### config.mk
export PLATFORM = sky130hd
export DESIGN_NAME = pio_input_conditioner
export DESIGN_NICKNAME = d
export VERILOG_FILES = /design/src/rtl/pio_input_conditioner.sv
export SDC_FILE = /design/constraint.sdc
export NUM_CORES = 1
export LEC_CHECK = 0
export CAP_MARGIN = 20
export CELL_PAD_IN_SITES_DETAIL_PLACEMENT = 1
export CELL_PAD_IN_SITES_GLOBAL_PLACEMENT = 2
export CORE_UTILIZATION = 41
export DETAILED_ROUTE_END_ITERATION = 8
export GPL_ROUTABILITY_DRIVEN = 0
export PLACE_DENSITY_LB_ADDON = 0.1
export SYNTH_ARGS = -nofsm -noshare
export SYNTH_HDL_FRONTEND = slang
export SYNTH_SLANG_ARGS = --single-unit
### constraint.sdc
create_clock -name clk -period 13.1 [get_ports clk]
set_input_delay 2.62 -clock clk [delete_from_list [all_inputs] [get_ports clk]]
set_output_delay 2.62 -clock clk [all_outputs]
set_load 0.01 [all_outputs]
### src/rtl/pio_input_conditioner.sv
// Board-side input conditioner for the PIO input word: synchronizes and debounces
// slide switches and push-buttons, and latches sticky press events until the host acknowledges them.
module pio_input_conditioner #(
  parameter int SW_WIDTH        = 11,
  parameter int BTN_WIDTH       = 4,
  parameter int DEBOUNCE_CYCLES = 125000,
  parameter int BTN_ACTIVE_LOW  = 1
) (
  input  logic                 clk,
  input  logic                 reset,
  input  logic [SW_WIDTH-1:0]  raw_sw,
  input  logic [BTN_WIDTH-1:0] raw_btn,
  input  logic [7:0]           ack_port,
  output logic [15:0]          inport_data,
  output logic [BTN_WIDTH-1:0] btn_level
);

  localparam int NB    = SW_WIDTH + BTN_WIDTH;
  localparam int CNT_W = $clog2(DEBOUNCE_CYCLES);
  localparam logic [CNT_W-1:0]     CNT_MAX   = CNT_W'(DEBOUNCE_CYCLES - 1);
  localparam logic [BTN_WIDTH-1:0] BTN_IDLE  = (BTN_ACTIVE_LOW != 0) ? '1 : '0;
  localparam logic [NB-1:0]        SYNC_IDLE = {BTN_IDLE, {SW_WIDTH{1'b0}}};

  logic [NB-1:0]        sync_p0;
  logic [NB-1:0]        sync_p1;
  logic [NB-1:0]        lvl_p1;
  logic [NB-1:0]        stable_p2;
  logic [CNT_W-1:0]     cnt_p2 [NB];
  logic [BTN_WIDTH-1:0] press_p2;
  logic [BTN_WIDTH-1:0] btn_event;
  logic [BTN_WIDTH-1:0] clr_mask;
  logic                 overrun;
  logic                 ovr_set;
  logic                 ack_prev;
  logic                 clr;
  logic                 unused_ack;

  // Stage p0/p1: two-flop synchronizer, buttons flipped to pressed-high after the second flop
  always_ff @(posedge clk or posedge reset) begin
    if (reset) begin
      sync_p0 <= SYNC_IDLE;
      sync_p1 <= SYNC_IDLE;
    end else begin
      sync_p0 <= {raw_btn, raw_sw};
      sync_p1 <= sync_p0;
    end
  end

  always_comb begin
    lvl_p1 = sync_p1;
    if (BTN_ACTIVE_LOW != 0) begin
      lvl_p1[NB-1:SW_WIDTH] = ~sync_p1[NB-1:SW_WIDTH];
    end
  end

  // Stage p2: per-bit debounce; any sample matching the accepted level restarts the count
  always_ff @(posedge clk or posedge reset) begin
    if (reset) begin
      stable_p2 <= '0;
      for (int i = 0; i < NB; i++) begin
        cnt_p2[i] <= '0;
      end
    end else begin
      for (int i = 0; i < NB; i++) begin
        if (lvl_p1[i] != stable_p2[i]) begin
          if (cnt_p2[i] == CNT_MAX) begin
            stable_p2[i] <= lvl_p1[i];
            cnt_p2[i]    <= '0;
          end else begin
            cnt_p2[i] <= cnt_p2[i] + 1'b1;
          end
        end else begin
          cnt_p2[i] <= '0;
        end
      end
    end
  end

  // A press is the edge where a button's accepted level flips 0->1
  always_comb begin
    for (int i = 0; i < BTN_WIDTH; i++) begin
      press_p2[i] = lvl_p1[SW_WIDTH+i] && !stable_p2[SW_WIDTH+i] &&
                    (cnt_p2[SW_WIDTH+i] == CNT_MAX);
    end
  end

  assign clr        = ack_port[7] & ~ack_prev;
  assign clr_mask   = {BTN_WIDTH{clr}} & ack_port[BTN_WIDTH-1:0];
  assign ovr_set    = |(press_p2 & btn_event & ~clr_mask);
  assign unused_ack = ^ack_port;

  // Sticky event flags: a set always wins over a coincident clear
  always_ff @(posedge clk or posedge reset) begin
    if (reset) begin
      ack_prev  <= 1'b1;
      btn_event <= '0;
      overrun   <= 1'b0;
    end else begin
      ack_prev  <= ack_port[7];
      btn_event <= press_p2 | (btn_event & ~clr_mask);
      overrun   <= ovr_set | (overrun & ~(clr & ack_port[6]));
    end
  end

  assign inport_data = {overrun, btn_event, stable_p2[SW_WIDTH-1:0]};
  assign btn_level   = stable_p2[NB-1:SW_WIDTH];

endmodule

**Yosys cells after proc, flatten, opt, wreduce, memory -nomap -nowiden**

Cells that the tools add are included.

- Register bits: 306
- Input port bits: 25
- Output and inout port bits: 20
- Word-level logic and storage cells: 151

- Add/subtract/negate cells: 15
- Equality and inequality tests: 30
- Muxes and demuxes: 30
- Bitwise operators: 13
- Reduce and logical (&&, ||, !) cells: 28

Operator list:

| kind | number |
|---|---|
| $mux W17 | 30 |
| $add A17 B1 Y17 const B | 15 |
| $eq A17 B17 Y1 const B | 15 |
| $reduce_and A2 Y1 | 15 |
| $and A4 B4 Y4 | 4 |
| $ne A1 B1 Y1 | 15 |
| $logic_and A1 B1 Y1 | 8 |
| $not A4 Y4 | 2 |
| $logic_not A1 Y1 | 4 |
| $or A4 B4 Y4 | 1 |
| $reduce_or A4 Y1 | 1 |
| $and A1 B1 Y1 | 3 |
| $not A1 Y1 | 2 |
| $or A1 B1 Y1 | 1 |

**Longest topological paths before layout**

- Depth after elaboration: 7
- Gate-level depth with buffers: 7
- Depth with buffers taken out: 5

**Least setup slack after synthesis**

No wires, ideal clock.

- Path type: input -> register
- From: in ack_port[2]
- To: reg overrun
- Library setup time: 71 ps
- Arrival: 3138 ps
- Data required time: 13029 ps
- Slack: 9891 ps
- Stages on the path: 4
- Buffers on the path: 0
- Cell sequence: nand3b_1 nand3_1 or3_1 nand4_1

- Word-level cells in the longest chain between the ends: 5

RTL lines:

| element | line | text |
|---|---|---|
| from (decl) | 13 | `input logic [7:0] ack_port,` |
| $and A4 B4 Y4 | 88 | `assign clr_mask = {BTN_WIDTH{clr}} & ack_port[BTN_WIDTH-1:0];` |
| $not A4 Y4 | 89 | `assign ovr_set = \|(press_p2 & btn_event & ~clr_mask);` |
| $and A4 B4 Y4 | 89 |  |
| $reduce_or A4 Y1 | 89 |  |
| $or A1 B1 Y1 | 101 | `overrun <= ovr_set \| (overrun & ~(clr & ack_port[6]));` |
| to (signal assigned) | 101 |  |
| to (decl) | 32 | `logic overrun;` |

Every way passes these cells.
A chain may end at the register's enable or synchronous reset.

**Worst setup path in the final report**

- From: reg btn_event[0]
- To: out inport_data[11]

RTL lines:

| element | line | text |
|---|---|---|
| from (decl) | 30 | `logic [BTN_WIDTH-1:0] btn_event;` |
| from (signal assigned) | 100 | `btn_event <= press_p2 \| (btn_event & ~clr_mask);` |
| to (decl) | 14 | `output logic [15:0] inport_data,` |

No word-level cell between the ends.

==> qor.yml <==
worst_hold_path:
  min_path_cells: 0
  hold_class: "reg -> reg"
  min_to: "sync_p1[7]"
  hp-start: "sync_p0[7]"
synth:
  synth.area.top_cells: "dfrtp_1 (51%), xnor2_1 (7.5%), nor2_1 (6.4%)"
  synth_top_area_share: 0.5135
  ys_seq_area_frac: 0.5298
  async_flop_share: 1.000
  synth_edf_count: 0
  syn-instance-count: 1421
  synth_area_leader_cell: "dfrtp_1"
  ys_ff_latch: 306
  syn_area_um2: 14470
  synth_cell_types: 53
  synth_nets: 1465
  syn_area_per_cell_um2: 10.19
  ys_dominant_reg_cell: "dfrtp_1"
  yosys_warnings: 0
detailed_routing:
  vias: 10433
  wl_mm: 30.07
  wl_per_cell_um: 15.39
  ant_nets: 0
  drc: 0
  drtIter0Drc: 434
  viasPerCell: 5.339
  drt_pre_antenna_iters: 4
final_layout:
  seq_area_um2: 7669
  fillers: 3784
  nets: 1516
  area_delta_synth_final_pct: 14.37
  drive_gt1_frac: 0.07472
  antenna_cells: 0
  multi_input_area_um2: 6430
sta:
  worst_pin_slew_ps: 960.3
  fin_setup_tns_ps: 0
  fmax_ghz: 0.2412
  slew_headroom: 0.3598
  setup_viol: 0
  rsz0062_at_grt: "no"
  slew_violations: 0
  min_period_ps: 4146
  clock_skew_ps: 24.82
  fin_crit_sh: 0.3165
  hold_violations: 0
critical_path:
  worst-path-buf-inv: 1
  worst-r2r-setup-slack_ps: 10850
  path_cells: "clkdlybuf4s50_1"
  reg2reg_to: "cnt_p2[139]"
  cpPeakStageDelay_ps: 570
  critPathSlowestCell: "clkdlybuf4s50_1"
  crit_family: "buffers and inverters"
  crit_path_start_kind: "register"
  worstPathMaxFanout: 3
  critical_path_class: "reg -> out"
  r2r_start: "cnt_p2[140]"
  arrival_ps: 1530
  reg2reg_depth: 5
  critPathRequiredTime_ps: 10480
  worstSetupEndpointType: "primary output"
global_routing:
  grt_max_degree: 179
  grt_pass1_vias: 11269
  track_usage: 0.1785
  grt_pass1_wl_mm: 54.25
  antenna_found_initial: 0
  grt-ovfl-total: 0
power:
  powerDensity_nw_per_um2: 123.8
  ir_worst_vdd_uv: 101.8
  finalPower_w: 0.002050
  power.leakage_nw: 6.649
die:
  core_area_um2: 34630
  ios: 45
  rows: 68
  initial_core_util: 0.4180
  die_y_um: 189.9
  die_x_um: 189.9
  design.die.area_um2: 36060
clock_network:
  cts_tree: "done"
  postCtsSetupBuffers: 0
  htreeDepth: 2
  cts_made_buffers: 37
  clk_pin_slew_worst_paths_ps: 60
  cts-root-buf: "clkbuf_16"
  cts_buffer_depth: 3
  cts_resized: 0
  clk_latency_ps: 530
  cts_sinks: 306
  cts-hold-fix-buffers: 0
flow_run:
  max_cap_viol_count: 0
run_status:
  status: "completed"
placed_design:
  numPortBuffers: 42
  place_hpwl_mm: 19.57
==> layer usage <==
layer / GRT usage / wire length, um / share of wire
met4: 0.04373 / 512 / 0.017
met2: 0.2998 / 14200 / 0.47
met1: 0.2401 / 14530 / 0.48
met3: 0.02878 / 831 / 0.028
met5: 0 / 0 / 0
==> sequential cells by signal (all words and copies together) (netlist names) <==
name       cells
overrun        1
sync_p1       15
btn_event      4
sync_p0       15
cnt_p2       255
ack_prev       1
stable_p2     15
==> per-stage QoR <==
step                      area, um2  hold slack (ps)  setup slack, ps  utilization  instances
after floorplan               14470            331.2             2036            -       1421
after global placement        15340            332.5             8267       0.4431       1888
after detailed placement      15340            336.3             8287       0.4431       1888
after CTS                     16550            348.8             8831       0.4780       1954
after global routing          16550            353.2             8628       0.4780       1954
final                         16550            346.9             8954       0.4780       1954
==> Yosys cell counts (all sizes together) (12+ instances only) <==
cell type,n
a21oi,34
and3,29
and4,12
buf,14
clkbuf,24
dfrtp,297
ha,19
inv,47
mux2,12
nand2,65
nand3,108
nand4,63
nor2,247
nor3,37
nor4,53
nor4b,17
o21ai,20
o31ai,19
or3,19
or4,25
xnor2,124
xor2,76
==> area by class of cell <==
cell class / instances / share of cell area
clock buffer: 52 / 0.06674
clock inverter: 14 / 0.006274
inverter: 47 / 0.01111
multi-input combinational: 1030 / 0.3884
sequential: 306 / 0.4633
tap: 455 / 0.03439
timing repair buffer: 50 / 0.02978
==> how the worst max path moves through the flow <==
| stage | endpoint | cells past startpoint | startpoint |
|---|---|---|---|
| 2_1_floorplan | btn_event[0] | 1 | reset |
| 3_3_place_gp | cnt_p2[60] | 3 | reset |
| 3_5_place_dp | cnt_p2[61] | 3 | reset |
| 4_1_cts | cnt_p2[247] | 3 | reset |
| 5_1_grt | btn_event[2] | 3 | reset |
| 6_report | inport_data[11] | 1 | btn_event[0] |
==> kinds of logic after synthesis <==
kind of cell	synth area share
flops	0.5298
xor+xnor	0.1210
compound gates	0.04322
mux	0.01141
buf+inv	0.02593
fa+ha+maj	0.01642
simple gates	0.2522
==> cell usage in the layout (no fill, tap or decap), types with 7 or more instances in the layout <==
| cell type | count |
|---|---|
| a21oi_1 | 34 |
| and3_1 | 29 |
| and4_1 | 12 |
| buf_4 | 7 |
| clkbuf_16 | 39 |
| clkbuf_8 | 8 |
| clkdlybuf4s50_1 | 42 |
| clkinv_2 | 10 |
| dfrtp_1 | 297 |
| dfstp_2 | 9 |
| ha_1 | 19 |
| inv_1 | 46 |
| mux2_2 | 11 |
| nand2_1 | 65 |
| nand3_1 | 108 |
| nand3b_1 | 7 |
| nand4_1 | 63 |
| nor2_1 | 247 |
| nor3_1 | 37 |
| nor4_1 | 53 |
| nor4b_1 | 17 |
| o21ai_0 | 18 |
| o31ai_1 | 16 |
| or3_1 | 19 |
| or4_1 | 23 |
| xnor2_1 | 124 |
| xor2_1 | 76 |
==> power by group <==
part           internal [W]  switching [W]  leakage [nW]
clock network      0.000607       0.000395         0.602
registers          0.000963      0.0000150          4.16
logic             0.0000228      0.0000466          1.89
(Power assumes the default switching activity.)
